`src/rtl/rv_muldiv_if.sv`:
```
// rv_muldiv_if
// Request/response bundle between the issue logic, the iterative mul/div
// unit and the writeback path.
//
// Signals:
//   req_valid  issue -> unit   request valid
//   req_ready  unit  -> issue  unit can accept a request this cycle
//   funct3     issue -> unit   M-extension operation select
//   op1, op2   issue -> unit   rs1 / rs2 values (XLEN bits)
//   req_rd     issue -> unit   destination tag
//   rsp_valid  unit  -> wb     result valid
//   rsp_ready  wb    -> unit   consumer takes the result
//   result     unit  -> wb     result value (XLEN bits)
//   rsp_rd     unit  -> wb     destination tag of the result
//   busy       unit  -> issue  unit is not idle
//
// Modports: master (issue/writeback side), slave (the unit).

interface rv_muldiv_if #(
    parameter int XLEN = 32
);
    logic            req_valid;
    logic            req_ready;
    logic [2:0]      funct3;
    logic [XLEN-1:0] op1;
    logic [XLEN-1:0] op2;
    logic [4:0]      req_rd;
    logic            rsp_valid;
    logic            rsp_ready;
    logic [XLEN-1:0] result;
    logic [4:0]      rsp_rd;
    logic            busy;

    modport master (
        output req_valid, funct3, op1, op2, req_rd, rsp_ready,
        input  req_ready, rsp_valid, result, rsp_rd, busy
    );

    modport slave (
        input  req_valid, funct3, op1, op2, req_rd, rsp_ready,
        output req_ready, rsp_valid, result, rsp_rd, busy
    );
endinterface

```
`src/rtl/rv_muldiv_iter.sv`:
```
// rv_muldiv_iter
// Iterative RV32M/RV64M multiply/divide unit. One operation at a time is
// accepted over a valid/ready handshake; multiplies retire MUL_STEP
// multiplier bits per cycle (shift-add), divides retire DIV_STEP quotient
// bits per cycle (restoring). A final FIX cycle applies signs, selects the
// result half and applies the RISC-V divide special cases.
//
// Parameters:
//   XLEN      operand/result width, 32 or 64
//   MUL_STEP  multiplier bits per CALC cycle, 1/2/4 (must divide XLEN)
//   DIV_STEP  quotient bits per CALC cycle, 1 or 2
//
// Ports:
//   clk    clock, all state on the rising edge
//   rst    asynchronous active-high reset
//   flush  synchronous abort, overrides every other input
//   bus    rv_muldiv_if.slave request/response bundle
//
// Build option:
//   MULDIV_EARLY_OUT_EN  when defined, divide-by-zero, signed overflow and
//                        multiply-by-zero skip CALC and finish one cycle
//                        after accept. Results are identical either way.

module rv_muldiv_iter #(
    parameter int XLEN     = 32,
    parameter int MUL_STEP = 2,
    parameter int DIV_STEP = 1
) (
    input  logic         clk,
    input  logic         rst,
    input  logic         flush,
    rv_muldiv_if.slave   bus
);

    localparam int MUL_N = XLEN / MUL_STEP;
    localparam int DIV_N = XLEN / DIV_STEP;
    localparam int CW    = $clog2(XLEN) + 1;
    localparam logic [CW-1:0]   MUL_LAST = CW'(MUL_N - 1);
    localparam logic [CW-1:0]   DIV_LAST = CW'(DIV_N - 1);
    localparam logic [XLEN-1:0] MIN_INT  = {1'b1, {(XLEN-1){1'b0}}};

    typedef enum logic [1:0] {
        IDLE,
        CALC,
        FIX,
        DONE
    } state_t;

    state_t state;
    state_t state_next;

    logic [2:0]        op;
    logic [4:0]        tag;
    logic [XLEN-1:0]   mcand;
    logic [2*XLEN-1:0] acc;
    logic [CW-1:0]     count;
    logic              neg_res;
    logic              neg_rem;
    logic              div_zero;
    logic              overflow;
    logic [XLEN-1:0]   result;
    logic [4:0]        result_rd;

    logic              accept;
    logic              early;
    logic              in_div;
    logic              sign1;
    logic              sign2;
    logic [XLEN-1:0]   mag1;
    logic [XLEN-1:0]   mag2;
    logic              in_div_zero;
    logic              in_overflow;
    logic [2*XLEN-1:0] acc_init;
    logic [CW-1:0]     last_count;

    logic [XLEN+MUL_STEP-1:0] mul_partial;
    logic [2*XLEN-1:0]        mul_next;
    logic [2*XLEN-1:0]        div_next;
    logic [XLEN-1:0]          fix_result;

    assign bus.req_ready = (state == IDLE) || ((state == DONE) && bus.rsp_ready);
    assign accept        = bus.req_valid && bus.req_ready && !flush;
    assign last_count    = op[2] ? DIV_LAST : MUL_LAST;

    assign bus.rsp_valid = (state == DONE);
    assign bus.busy      = (state != IDLE);
    assign bus.result    = result;
    assign bus.rsp_rd    = result_rd;

    // Request decode: operand signedness per funct3, magnitudes, special
    // cases and the initial accumulator image. Multiplies keep the
    // multiplier in the low half of acc; divides keep {remainder, dividend}.
    // With early-out, the accumulator is preloaded with the final unsigned
    // answer so FIX can finish the job one cycle after accept.
    always_comb begin
        in_div      = bus.funct3[2];
        sign1       = bus.op1[XLEN-1] &&
                      (bus.funct3 inside {3'b001, 3'b010, 3'b100, 3'b110});
        sign2       = bus.op2[XLEN-1] &&
                      (bus.funct3 inside {3'b001, 3'b100, 3'b110});
        mag1        = sign1 ? -bus.op1 : bus.op1;
        mag2        = sign2 ? -bus.op2 : bus.op2;
        in_div_zero = in_div && (bus.op2 == '0);
        in_overflow = in_div && !bus.funct3[0] &&
                      (bus.op1 == MIN_INT) && (bus.op2 == '1);
        acc_init    = in_div ? {{XLEN{1'b0}}, mag1} : {{XLEN{1'b0}}, mag2};
`ifdef MULDIV_EARLY_OUT_EN
        early = in_div ? (in_div_zero || in_overflow)
                       : ((bus.op1 == '0) || (bus.op2 == '0));
        if (in_div_zero) begin
            acc_init = {mag1, {XLEN{1'b1}}};
        end else if (!in_div && early) begin
            acc_init = '0;
        end
`else
        early = 1'b0;
`endif
    end

    // One multiply step: add multiplicand times the next MUL_STEP multiplier
    // bits into the upper half, then shift the whole accumulator right so the
    // consumed multiplier bits fall off and product bits move in.
    always_comb begin
        mul_partial = {{MUL_STEP{1'b0}}, acc[2*XLEN-1:XLEN]};
        for (int k = 0; k < MUL_STEP; k++) begin
            if (acc[k]) begin
                mul_partial = mul_partial + ({{MUL_STEP{1'b0}}, mcand} << k);
            end
        end
        mul_next = {mul_partial, acc[XLEN-1:MUL_STEP]};
    end

    // DIV_STEP restoring-division steps. The dividend shifts out of the top
    // of the low half into the remainder while quotient bits shift in at the
    // bottom. The remainder stays below the divisor, so XLEN+1 bits are
    // enough for the trial subtraction. A zero divisor naturally yields an
    // all-ones quotient with the dividend left in the remainder.
    always_comb begin
        logic [XLEN-1:0] r;
        logic [XLEN-1:0] q;
        logic [XLEN:0]   shifted;
        logic [XLEN:0]   diff;
        r       = acc[2*XLEN-1:XLEN];
        q       = acc[XLEN-1:0];
        shifted = '0;
        diff    = '0;
        for (int k = 0; k < DIV_STEP; k++) begin
            shifted = {r, q[XLEN-1]};
            diff    = shifted - {1'b0, mcand};
            q       = {q[XLEN-2:0], ~diff[XLEN]};
            r       = diff[XLEN] ? shifted[XLEN-1:0] : diff[XLEN-1:0];
        end
        div_next = {r, q};
    end

    // Sign correction and result selection. The quotient is negated when the
    // operand signs differ, the remainder follows the dividend sign; the two
    // RISC-V divide special cases then override the quotient/remainder.
    always_comb begin
        logic [2*XLEN-1:0] prod;
        logic [XLEN-1:0]   quo;
        logic [XLEN-1:0]   rem;
        prod = neg_res ? -acc : acc;
        quo  = acc[XLEN-1:0];
        rem  = acc[2*XLEN-1:XLEN];
        if (neg_res) begin
            quo = -quo;
        end
        if (neg_rem) begin
            rem = -rem;
        end
        if (div_zero) begin
            quo = '1;
        end
        if (overflow) begin
            quo = MIN_INT;
            rem = '0;
        end
        if (op[2]) begin
            fix_result = op[1] ? rem : quo;
        end else begin
            fix_result = (op[1:0] == 2'b00) ? prod[XLEN-1:0] : prod[2*XLEN-1:XLEN];
        end
    end

    // State register.
    always_ff @(posedge clk or posedge rst) begin
        if (rst) begin
            state <= IDLE;
        end else begin
            state <= state_next;
        end
    end

    // Next-state logic. DONE can hand off and accept on the same edge, so a
    // new request goes straight to CALC (or FIX for an early-out case).
    // Flush wins over everything.
    always_comb begin
        state_next = state;
        case (state)
            IDLE: begin
                if (accept) begin
                    state_next = early ? FIX : CALC;
                end
            end
            CALC: begin
                if (count == last_count) begin
                    state_next = FIX;
                end
            end
            FIX: begin
                state_next = DONE;
            end
            DONE: begin
                if (accept) begin
                    state_next = early ? FIX : CALC;
                end else if (bus.rsp_ready) begin
                    state_next = IDLE;
                end
            end
            default: begin
                state_next = IDLE;
            end
        endcase
        if (flush) begin
            state_next = IDLE;
        end
    end

    // Datapath: latch the request on accept, iterate in CALC, and register
    // the corrected result in FIX so the outputs stay stable through DONE.
    always_ff @(posedge clk or posedge rst) begin
        if (rst) begin
            op        <= '0;
            tag       <= '0;
            mcand     <= '0;
            acc       <= '0;
            count     <= '0;
            neg_res   <= 1'b0;
            neg_rem   <= 1'b0;
            div_zero  <= 1'b0;
            overflow  <= 1'b0;
            result    <= '0;
            result_rd <= '0;
        end else if (flush) begin
            count     <= '0;
            result    <= '0;
            result_rd <= '0;
        end else begin
            if (accept) begin
                op       <= bus.funct3;
                tag      <= bus.req_rd;
                mcand    <= in_div ? mag2 : mag1;
                acc      <= acc_init;
                count    <= '0;
                neg_res  <= sign1 ^ sign2;
                neg_rem  <= sign1;
                div_zero <= in_div_zero;
                overflow <= in_overflow;
            end else if (state == CALC) begin
                acc   <= op[2] ? div_next : mul_next;
                count <= count + CW'(1);
            end
            if (state == FIX) begin
                result    <= fix_result;
                result_rd <= tag;
            end
        end
    end

endmodule

```
`src/flat_wrapper.sv`:
```
// flat-port wrapper written by rule: the top's interface ports become plain ports
module rv_muldiv_iter_flat 
#(
    parameter int XLEN     = 32,
    parameter int MUL_STEP = 2,
    parameter int DIV_STEP = 1
)
  (clk, rst, flush, bus_req_valid, bus_funct3, bus_op1, bus_op2, bus_req_rd, bus_rsp_ready, bus_req_ready, bus_rsp_valid, bus_result, bus_rsp_rd, bus_busy);
  rv_muldiv_if #(.XLEN(XLEN)) bus_i ();
  input  logic clk;
  input  logic rst;
  input  logic flush;
  input wire logic [$bits(bus_i.req_valid)-1:0] bus_req_valid;
  input wire logic [$bits(bus_i.funct3)-1:0] bus_funct3;
  input wire logic [$bits(bus_i.op1)-1:0] bus_op1;
  input wire logic [$bits(bus_i.op2)-1:0] bus_op2;
  input wire logic [$bits(bus_i.req_rd)-1:0] bus_req_rd;
  input wire logic [$bits(bus_i.rsp_ready)-1:0] bus_rsp_ready;
  output wire logic [$bits(bus_i.req_ready)-1:0] bus_req_ready;
  output wire logic [$bits(bus_i.rsp_valid)-1:0] bus_rsp_valid;
  output wire logic [$bits(bus_i.result)-1:0] bus_result;
  output wire logic [$bits(bus_i.rsp_rd)-1:0] bus_rsp_rd;
  output wire logic [$bits(bus_i.busy)-1:0] bus_busy;
  assign bus_i.req_valid = bus_req_valid;
  assign bus_i.funct3 = bus_funct3;
  assign bus_i.op1 = bus_op1;
  assign bus_i.op2 = bus_op2;
  assign bus_i.req_rd = bus_req_rd;
  assign bus_i.rsp_ready = bus_rsp_ready;
  assign bus_req_ready = bus_i.req_ready;
  assign bus_rsp_valid = bus_i.rsp_valid;
  assign bus_result = bus_i.result;
  assign bus_rsp_rd = bus_i.rsp_rd;
  assign bus_busy = bus_i.busy;
  rv_muldiv_iter #(.XLEN(XLEN), .MUL_STEP(MUL_STEP), .DIV_STEP(DIV_STEP)) u_core (.clk(clk), .rst(rst), .flush(flush), .bus(bus_i));
endmodule
```
`config.mk`:
```
export PLATFORM = sky130hd
export DESIGN_NAME = rv_muldiv_iter_flat
export DESIGN_NICKNAME = d
export VERILOG_FILES = /design/src/rtl/rv_muldiv_if.sv /design/src/rtl/rv_muldiv_iter.sv /design/src/flat_wrapper.sv
export SDC_FILE = /design/constraint.sdc
export NUM_CORES = 1
export LEC_CHECK = 0
export CAP_MARGIN = 10
export CORE_ASPECT_RATIO = 0.9
export CORE_MARGIN = 8
export CORE_UTILIZATION = 30
export CTS_BUF_LIST = sky130_fd_sc_hd__clkbuf_4 sky130_fd_sc_hd__clkbuf_8 sky130_fd_sc_hd__clkbuf_16
export DETAILED_ROUTE_END_ITERATION = 7
export PLACE_DENSITY = 0.52
export SYNTH_ARGS = -nofsm -noshare
export SYNTH_HDL_FRONTEND = slang
export SYNTH_SLANG_ARGS = --single-unit
```
`constraint.sdc`:
```
create_clock -name clk -period 17.4 [get_ports clk]
set_input_delay 4.35 -clock clk [delete_from_list [all_inputs] [get_ports clk]]
set_output_delay 4.35 -clock clk [all_outputs]
set_load 0.05 [all_outputs]
```
==> summary.md, run 1 <==
| Metric | Value |
|---|---|
| Syn Nets | 2482 |
| Placed instance area | 0.0192 mm^2 |
| Register area share after synthesis | 22.1% |
| Crit path launch type | input pin |
| Share of cells above drive strength 1 | 5.55% |
| Avg Inst Size Synth | 7.55 um^2 |
| Synth cell types | 77 |
| Antenna violations before repair | 2 |
| P per Cell Area | 221 mW/mm^2 |
| Period utilization | 58.5% |
| Fin crit period | 10.18 ns |
| M2 GR Usage | 29.5% |
| Post-Syn Instances | 2295 |
| First-pass GRT wire length | 103000 um |
| Post-synth EDFFs | 0 |
| CTS buffer count | 17 |
| Main combinational cell family by area after synthesis | compound AO/OA/AOI/OAI gates |
| Synth Area in XOR/XNOR | 11.4% |
| Vias in the first global route | 16600 |
| Root Buffer Master | clkbuf_16 |
| Slew @ Worst Pin | 1.16 ns |
| Final WL | 68200 um |
| Antenna cells | 0 |
| FF+latch count, synth | 153 |
| Adder-Cell Fraction of Synth Area | 8.07% |
| Filler Cell Count | 6047 |
| Cts hold-fix bufs | 0 |
| Number of vias per cell | 5.76 |
| Largest net degree at the start of global routing | 117 |
| Buffers added on ports | 116 |
| Final hold vios | 0 |
| Yosys warnings | 0 |
| Area grow syn2layout | 13.8% |
| Clock latency on the worst-skew pair | 0.47 ns |
| Post-synthesis simple-gate area fraction | 18.6% |
| Grt ovf | 0 |
| Worst setup EP type | primary output |
| IO Count | 117 |
| Synth Area in Compound Gates | 28.8% |
| Relative max-transition margin | 22.8% |
| CTS tree | built |
| First DRT Iteration DRCs | 1616 |
| Setup TNS | 0 ns |
| Tot GR Track Use | 20.0% |
| Post-synth ARST share | 100% |
| Mapped Area | 0.0173 mm^2 |
| PnR Total Power | 4360 uW |
| Max Cap Violations | 0 |
| Worst vdd ir | 0.117 mV |
| Mux cell area share after synthesis | 5.96% |
| Final Max Slew Viols | 0 |
| Chip width | 269 um |
| Resized Gates After CTS | 0 |
| M1 GR Usage | 29.2% |
| Rows | 83 |
| Crit path max fanout | 3 |
| Clock skew | 0.0167 ns |
| DRC | 0 |
| Clock buffer depth | 2 |
| Nets@finish | 2497 |
| Area occupied by multi-input gates | 0.0126 mm^2 |
| Fmax | 98.2 MHz |
| Setup Slack @ Placement | 7.21 ns |
| Final instance area | 0.0197 mm^2 |
| Clock sink count | 153 |
| Via Count | 17800 |
| Worst-path clk slew | 0.07 ns |
| Status | completed |
| Pre-antenna DRT Iters | 7 |
| Unrepaired setup endpoints after global routing | false |
| Final setup margin | 7.22 ns |
| Finish-stage setup viols | 0 |
| Initial Util | 30.4% |
| Crit Path Category | in2out |
| H-tree depth | 4 |
| Die ar. | 0.0658 mm^2 |
| Worst Hold Class | reg2reg |
| GRT Max-Usage Layer | met2 |
| ANT nets after route | 0 |
| Dpl hpwl | 53000 um |
| CORE AREA | 0.0571 mm^2 |
| Lkg Pwr | 0.00817 uW |
| Postcts setup bufs | 0 |
| Top_reg_cell synth | dfrtp_1 |
| Wire per inst | 22.1 um |
| Worst EP required | 13.05 ns |
| CP arrival | 5.83 ns |
| Placer Congestion | 0.928 |
| Total area of sequential cells | 0.00383 mm^2 |
| Met3 Resource Use GR | 3.64% |
| Die Ht | 244 um |
## worst paths after layout
| path | end | startpoint | cells past startpoint | slack [ns] |
|---|---|---|---|---|
| min | u_core.tag[1] | u_core.tag[1] | 2 | 0.48 |
| min reg2reg | u_core.tag[1] | u_core.tag[1] | 2 | 0.48 |
| min in group asynchronous | u_core.bus.rsp_rd[0] | rst | 2 | 4.31 |
| max in group asynchronous | u_core.acc[35] | rst | 3 | 11.93 |
| max | bus_req_ready | bus_rsp_ready | 4 | 7.22 |
| max reg2reg | u_core.acc[57] | u_core.acc[34] | 18 | 11.04 |
## per-stage QoR
stage	util (%)	std cells	hold slack, ns
final	34.5	3088	0.481
after floorplan	-	2295	0.445
after CTS	34.5	3088	0.485
after global routing	34.5	3088	0.512
after detailed placement	33.5	3056	0.466
after global placement	33.5	3056	0.460
## state kept, by name (all words and copies together) (netlist names)
name               count
u_core.overflow        1
u_core.count           6
u_core.state           2
u_core.tag             5
u_core.mcand          32
u_core.acc            64
u_core.div_zero        1
u_core.bus.rsp_rd      5
u_core.bus.result     32
u_core.op              3
u_core.neg_rem         1
u_core.neg_res         1
## worst max-delay path: stages
cell and delay (ns):
clkdlybuf4s50_1 0.50, nand2_1 0.06, nand2_1 0.10, clkdlybuf4s50_1 0.81
## power breakdown
part           internal (uW)  switching [uW]
registers                487             304
clock network            202             177
logic                   1240            1950
total                   1930            2430
## Yosys cell counts, drive strengths merged (23+ instances only)
cell type  number  area [um^2]
or3            26          163
mux2           26          293
nand2b         25          156
clkbuf        133          500
o211ai         78          586
a21oi         207         1040
nor2          191          717
xor2          117         1020
nand2         256          961
inv            80          300
a21o           44          330
mux2i          74          741
nor3           24          120
nand3          26          130
o21ai         225         1130
dfrtp         153         3830
xnor2         108          946
or4            23          184
o31ai          27          203
ha            107         1340
buf            23          101
## area by class of cell
class	count	share of cell area, %
Inverter	80	1.55
Multi-Input combinational cell	1906	64.1
Tap cell	765	4.85
Clock inverter	14	0.679
Sequential cell	153	19.4
Timing Repair Buffer	152	7.24
Clock buffer	18	2.19
## layer usage
layer  share of wire, %  vias to the layer above
met5              0.018                        -
met4                2.4                        2
met3                7.8                      102
met2                 42                      733
met1                 48                     8566
li1                   -                     8373
## kinds of logic after synthesis
kind of cell / after synthesis
muxes: 100
DFF: 153
buffers and inverters: 236
xor gates and xnor gates: 225
AOI/OAI and AO/OA: 782
adders and majority gates: 110
and+or+nand+nor: 689
## cells in the final DEF (no fill, tap or decap), types with 27 or more instances in the layout
cell type          n
clkdlybuf4s50_1  115
nor2_1           188
dfrtp_1          151
buf_4             37
a21oi_1          207
xnor2_1          108
mux2i_1           74
o31ai_1           27
xor2_1           116
inv_1             79
o211ai_1          78
nand2_1          256
a21o_1            44
o21ai_0          217
ha_1             107
(Power assumes the default switching activity.)
==> run 2, diff against run 1 <==
PLACE_DENSITY = 0.54   (was 0.52)
clock period = 8.6 ns   (was 17.4 ns; I/O delays follow)
==> run 2 against run 1 <==
  * Clock skew decreased by 0.0023 ns
  * Clock power grew 110%
  * Worst hold slack worse by 0.0021 ns
  * Clock-buffer cell count grew 2
  * Worst setup slack got worse by 4.7 ns
==> summary.md, run 2 (synthesis results as in run 1) <==
| Metric | Value |
|---|---|
| H-tree depth | 4 (unchanged) |
| Slew @ Worst Pin | 1.16 ns (+0.00214 ns) |
| CP delay by family, top | compound AO/OA/AOI/OAI gates |
| CORE AREA | 0.0571 mm^2 (unchanged) |
| Hold Path Stages | 2 (unchanged) |
| Final Max Slew Viols | 0 (unchanged) |
| Worst-path clk slew | 0.07 ns (about the same) |
| ANT nets after route | 0 (unchanged) |
| Worst setup EP type | register |
| Crit path max fanout | 13 (+10) |
| FF-to-FF path depth | 21 (+3) |
| Fin crit period | 6.10 ns |
| Initial Util | 30.4% (unchanged) |
| Die ar. | 0.0658 mm^2 (unchanged) |
| CTS tree | built |
| Clock sink count | 153 (unchanged) |
| Hold slack final | 0.479 ns (-0.00210 ns) |
| Clock latency on the worst-skew pair | 0.47 ns (about the same) |
| Via Count | 17700 (-0.63%) |
| P per Cell Area | 449 mW/mm^2 (+100%) |
| Cts hold-fix bufs | 0 (unchanged) |
| Fmax | 164 MHz |
| Buffers added on ports | 116 (unchanged) |
| Root Buffer Master | clkbuf_16 |
| Largest net degree at the start of global routing | 117 (unchanged) |
| Unrepaired setup endpoints after global routing | false |
| Final hold vios | 0 (unchanged) |
| Tot GR Track Use | 20.1% (+0.19 points) |
| Area grow syn2layout | 13.9% (about the same) |
| Largest register FFs | 64 (unchanged) |
| Worst EP required | 8.93 ns (-4.12 ns) |
| DRC | 0 (unchanged) |
| Postcts setup bufs | 0 (unchanged) |
| First-pass GRT wire length | 105000 um (+1.3%) |
| Crit path buf inv count | 1 (-1) |
| Wire per inst | 22.4 um (+1.2%) |
| First DRT Iteration DRCs | 1424 (-12%) |
| Resized Gates After CTS | 0 (unchanged) |
| Relative max-transition margin | 22.6% (-0.14 points) |
| PnR Total Power | 8870 uW (+100%) |
| Worst vdd ir | 0.234 mV (+100%) |
| Finish-stage setup viols | 0 (unchanged) |
| Placer Congestion | 0.935 (+0.72%) |
| Dpl hpwl | 53500 um (+0.94%) |
| Final WL | 69000 um (+1.1%) |
| Critical path's largest stage delay | 0.56 ns (-0.25 ns) |
| Nets@finish | 2494 (-0.12%) |
| Area occupied by multi-input gates | 0.0126 mm^2 (about the same) |
| Period utilization | 70.9% |
| Total area of sequential cells | 0.00383 mm^2 (unchanged) |
| Die Ht | 244 um (unchanged) |
| Leading cell type in the layout, fill and taps excluded | nand2_1 |
| CP Depth | 21 (+17) |
| Grt ovf | 0 (unchanged) |
| Crit Path Category | reg2reg |
| Worst Hold Class | reg2reg |
| Slowest-stage cell, CP | dfrtp_1 |
| Chip width | 269 um (unchanged) |
| Lkg Pwr | 0.00816 uW (-0.12%) |
| Largest registers | u_core.acc: 64 flops, u_core.bus.result: 32 flops, u_core.mcand: 32 flops |
| Setup TNS | 0 ns (unchanged) |
| Clock skew | 0.0144 ns (-0.00230 ns) |
| Max Cap Violations | 0 (unchanged) |
| Vias in the first global route | 16800 (+1.1%) |
| Pre-antenna DRT Iters | 7 (unchanged) |
| IO Count | 117 (unchanged) |
| CP arrival | 6.43 ns (+0.60 ns) |
| Most frequent cells in the layout | nand2_1, o21ai_0, a21oi_1 |
| Antenna violations before repair | 2 (unchanged) |
| Share of cells above drive strength 1 | 5.47% (-0.079 points) |
| Rows | 83 (unchanged) |
| CP Cell Sequence | ha_1 -> inv_1 -> fa_1 -> nor2b_1 -> o31ai_1 -> a21oi_1 -> a211oi_1 -> o21ai_0 -> a2111oi_0 -> a41oi_1 -> o21ai_0 -> ha_1 -> and3_1 -> a221oi_1 -> nand2b_1 -> o21a_1 -> a211oi_1 -> o2111ai_1 -> mux2_2 -> a221oi_1 -> o31ai_1 |
| Number of vias per cell | 5.72 (-0.57%) |
| Crit path launch type | register |
| Clock buffer depth | 2 (unchanged) |
| CTS buffer count | 17 (unchanged) |
| Filler Cell Count | 6019 (-0.46%) |
| Status | completed |
| Biggest register | u_core.acc |
run 2: changes by cell type in the layout (fill, tap and decap cells not counted), moves of 2 or more:
cell        before  now
inv_6            9    5
buf_4           37   34
clkbuf_8         0    2
clkinv_2         3    1
clkinv_4         0    2
clkinvlp_4       1    3
run 2: area by class of cell:
class                           count  share of cell area [%]
Sequential cell                   153                    19.4
Tap cell                          765                    4.85
Clock inverter                     12                   0.710
Clock buffer                       20                    2.33
Timing Repair Buffer              149                    7.12
Inverter                           80                    1.55
Antenna cell                        1                  0.0127
Multi-Input combinational cell   1906                    64.0
run 2: final timing paths:
path / start / to / slack, ns
setup / recovery: u_core.acc[32] / u_core.acc[57] / 2.50
hold / removal: u_core.tag[3] / u_core.tag[3] / 0.48
setup reg to reg: u_core.acc[32] / u_core.acc[57] / 2.50
hold reg to reg: u_core.tag[3] / u_core.tag[3] / 0.48
max in group asynchronous: rst / u_core.op[2] / 4.89
min in group asynchronous: rst / u_core.bus.result[15] / 2.28
run 2: metrics by stage:
stage          cells  instance area [um^2]  utilization [%]  setup WS [ns]
2_1_floorplan   2295                 17300                -           2.33
3_3_place_gp    3053                 19100             33.5           2.70
3_5_place_dp    3053                 19100             33.5           2.62
4_1_cts         3085                 19700             34.6           2.58
5_1_grt         3085                 19700             34.6           2.08
6_report        3086                 19700             34.6           2.50
run 2: where the power goes:
group | internal [uW] | leakage, uW | total [uW] | switching, uW
Clock | 450 | 0.000287 | 809 | 359
Sequential | 986 | 0.00199 | 1590 | 605
Combinational | 2520 | 0.00588 | 6470 | 3950
Total | 3960 | 0.00816 | 8870 | 4920
run 2: worst register-to-register path: stages, from the launching register on:
cell and delay, ns:
dfrtp_1 0.56, ha_1 0.32, inv_1 0.07, fa_1 0.21, nor2b_1 0.07, o31ai_1 0.55, a21oi_1 0.27, a211oi_1 0.39
o21ai_0 0.30, a2111oi_0 0.54, a41oi_1 0.08, o21ai_0 0.26, ha_1 0.34, and3_1 0.19, a221oi_1 0.30, nand2b_1 0.14
o21a_1 0.23, a211oi_1 0.13, o2111ai_1 0.23, mux2_2 0.35, a221oi_1 0.30, o31ai_1 0.12
run 2: metal layers:
metal / track usage [%] / routed length (um) / share of wire, % / up-vias
met5: 0 / 0 / 0 / -
li1: - / - / - / 8370
met1: 29.4 / 33500 / 49 / 8520
met2: 29.8 / 28700 / 42 / 675
met4: 5.79 / 1750 / 2.5 / 0
met3: 3.78 / 5060 / 7.3 / 99
==> run 3, diff against run 2 <==
clock period = 5.6 ns   (was 8.6 ns; I/O delays follow)
==> run 3 against run 2 <==
  * Flip-flop and latch count unchanged
  * Design area grew 2.2%
  * Power rose by 57%
  * Sequential power rose by 43%
  * Maximum frequency up 15%
  * Sequential share of layout area is 0.42 points lower
  * Utilization rose by 0.76 points
  * Register-to-register slack lost 2.2 ns
  * Global-route usage increased by 0.33 points
  * Critical path type unchanged
  * Critical endpoint unchanged
==> summary.md, run 3 (synthesis results as in run 1) <==
| Metric | Value |
|---|---|
| Status | completed |
| Setup TNS | 0 ns (unchanged) |
| Nets@finish | 2546 (+2.1%) |
| Cts hold-fix bufs | 0 (unchanged) |
| Worst-path clk slew | 0.07 ns (about the same) |
| Clock latency on the worst-skew pair | 0.47 ns (about the same) |
| Initial Util | 30.4% (unchanged) |
| Area grow syn2layout | 16.4% |
| Largest register FFs | 64 (unchanged) |
| DRC | 0 (unchanged) |
| CP Cell Sequence | ha_1 -> inv_1 -> fa_1 -> nor2b_1 -> o31ai_4 -> a21oi_1 -> buf_4 -> a21o_1 -> a21oi_1 -> xnor2_1 -> mux2_2 -> ha_1 -> a21oi_1 -> o21ai_0 -> a22o_1 -> a311oi_1 -> o21a_1 -> a211oi_1 -> o2111ai_1 -> mux2_2 -> a221oi_1 -> o31ai_1 |
| Final Max Slew Viols | 0 (unchanged) |
| Final hold vios | 0 (unchanged) |
| Relative max-transition margin | 27.5% (+4.8 points) |
| Clock sink count | 153 (unchanged) |
| Unrepaired setup endpoints after global routing | false |
| CP arrival | 5.64 ns (-0.79 ns) |
| Buffers added on ports | 116 (unchanged) |
| Worst r2r src | u_core.acc[32] |
| Clock buffer depth | 2 (unchanged) |
| FF-to-FF End | u_core.acc[57] |
| Worst Hold Class | reg2reg |
| Biggest register | u_core.acc |
| Antenna violations before repair | 1 (-1) |
| Root Buffer Master | clkbuf_16 |
| Final setup margin | 0.293 ns (-2.21 ns) |
| Final WL | 69700 um (+1.0%) |
| Clk pwr share | 8.9% (-0.2 points) |
| Setup Slack @ Placement | 0.166 ns (-2.45 ns) |
| Grt ovf | 0 (unchanged) |
| Lkg Pwr | 0.00843 uW (+3.4%) |
| Leading cell type in the layout, fill and taps excluded | nand2_1 |
| Max Cap Violations | 0 (unchanged) |
| Total area of sequential cells | 0.00383 mm^2 (unchanged) |
| Tot GR Track Use | 20.5% (+0.33 points) |
| Via Count | 18000 (+2.0%) |
| Crit path max fanout | 6 (-7) |
| ANT nets after route | 0 (unchanged) |
| Chip width | 269 um (unchanged) |
| Placer Congestion | 0.967 (+3.5%) |
| Postcts setup bufs | 0 (unchanged) |
| R2R setup slack | 0.29 ns (-2.21 ns) |
| Critical path startpoint | u_core.acc[32] |
| First-pass GRT wire length | 106000 um (+1.6%) |
| Clock skew | 0.0139 ns (-0.000517 ns) |
| Period utilization | 94.8% (+24 points) |
| Crit Path Category | reg2reg |
| Largest net degree at the start of global routing | 94 (-20%) |
| CTS buffer count | 17 (unchanged) |
| H-tree depth | 4 (unchanged) |
| Critical path capture point | u_core.acc[57] |
| Filler Cell Count | 5992 (-0.45%) |
| Most frequent cells in the layout | nand2_1, o21ai_0, a21oi_1 |
| Area occupied by multi-input gates | 0.0127 mm^2 (+0.17%) |
| Placed instance area | 0.0196 mm^2 (+2.2%) |
| Rows | 83 (unchanged) |
| Finish-stage setup viols | 0 (unchanged) |
| Slew @ Worst Pin | 1.09 ns (-0.0726 ns) |
| Critical path's largest stage delay | 0.41 ns (-0.15 ns) |
| Crit path launch type | register |
| Gate power share | 74.7% (+1.7 points) |
| Flop pwr share | 16.4% (-1.5 points) |
| CTS tree | built |
| Wire per inst | 22.2 um (-0.71%) |
| CORE AREA | 0.0571 mm^2 (unchanged) |
| Share of cells above drive strength 1 | 7.63% (+2.2 points) |
| First DRT Iteration DRCs | 2062 (+45%) |
| CP dominant cell by count | a21oi_1 |
| Fin crit period | 5.31 ns (-0.792 ns) |
| Final instance area | 0.0202 mm^2 (+2.2%) |
| Slowest-stage cell, CP | fa_1 |
| Worst setup EP type | register |
| Pre-antenna DRT Iters | 8 (+1) |
| Fmax | 188 MHz (+15%) |
| Largest registers | u_core.acc: 64 flops, u_core.bus.result: 32 flops, u_core.mcand: 32 flops |
| Worst vdd ir | 0.404 mV (+73%) |
| Dpl hpwl | 55700 um (+4.1%) |
| Die ar. | 0.0658 mm^2 (unchanged) |
| Number of vias per cell | 5.74 (+0.23%) |
| Die Ht | 244 um (unchanged) |
| Switching Share | 54.8% (-0.56 points) |
| P per Cell Area | 689 mW/mm^2 (+53%) |
| Power Internal | 6280 uW (+59%) |
| Worst EP required | 5.94 ns (-2.99 ns) |
| Vias in the first global route | 17100 (+2.0%) |
| IO Count | 117 (unchanged) |
| P_sw | 7620 uW (+55%) |
| Final core occ | 35.3% (+0.76 points) |
| FF-to-FF path depth | 22 (+4.8%) |
-- run 3: cell count changes in the layout (fill, tap and decap cells not counted), moves of 2 or more --
cell,change
buf_12,+2
a211oi_1,-2
buf_4,+50
clkinvlp_4,-2
a211oi_2,+2
-- run 3: cell type report --
cell class	instances	area share, %
multi-input combinational	1906	62.8
sequential	153	19.0
timing repair buffer	201	9.03
tap	765	4.74
clock buffer	20	2.25
inverter	80	1.51
clock inverter	12	0.688
antenna	2	0.0248
-- run 3: metrics by stage --
step	total power (uW)	cells	hold WS, ns
floorplan	9350	2295	0.445
global placement	12300	3105	0.459
detailed placement	12400	3105	0.463
CTS	13700	3137	0.480
global route	14900	3137	0.501
finish	13900	3139	0.476
-- run 3: power groups by stage --
stage	clock network (uW)	logic (uW)	registers [uW]
3_3_place_gp	0	10100	2260
4_1_cts	1250	10200	2250
6_report	1230	10400	2280
2_1_floorplan	0	7260	2090
3_5_place_dp	0	10200	2270
5_1_grt	1290	11300	2320
-- run 3: worst min-delay path by stage --
stage	startpoint	endpoint	slack [ns]	depth (start not counted)
after floorplan	u_core.tag[0]	u_core.tag[0]	0.45	2
after global placement	u_core.tag[0]	u_core.tag[0]	0.46	2
after detailed placement	u_core.tag[1]	u_core.tag[1]	0.46	2
after CTS	u_core.tag[1]	u_core.tag[1]	0.48	2
after global routing	u_core.tag[4]	u_core.tag[4]	0.50	2
final	u_core.tag[1]	u_core.tag[1]	0.48	2
-- run 3: critical path: cells and delay by family, from the launching register on --
family                     cells  cell delay (ns)
AOI/OAI and AO/OA             13             2.56
xor gates and xnor gates       1             0.13
adders and majority gates      3             0.98
buffers and inverters          2             0.25
DFF                            1             0.35
muxes                          2             0.65
and+or+nand+nor                1             0.25
-- run 3: routing by layer --
metal  up-vias  track usage, %  wire length [um]
met2       758            30.3             29400
met4         0            6.00              1760
met3       100            4.60              6510
met5         -               0                 0
li1       8468               -                 -
met1      8683            29.4             32000
-- run 3: timing repair --
item | in CTS | in global routing
endpoints found under the hold margin | 0 | 0
resized for setup | 0 | 4
endpoints found under the setup margin | 0 | 7
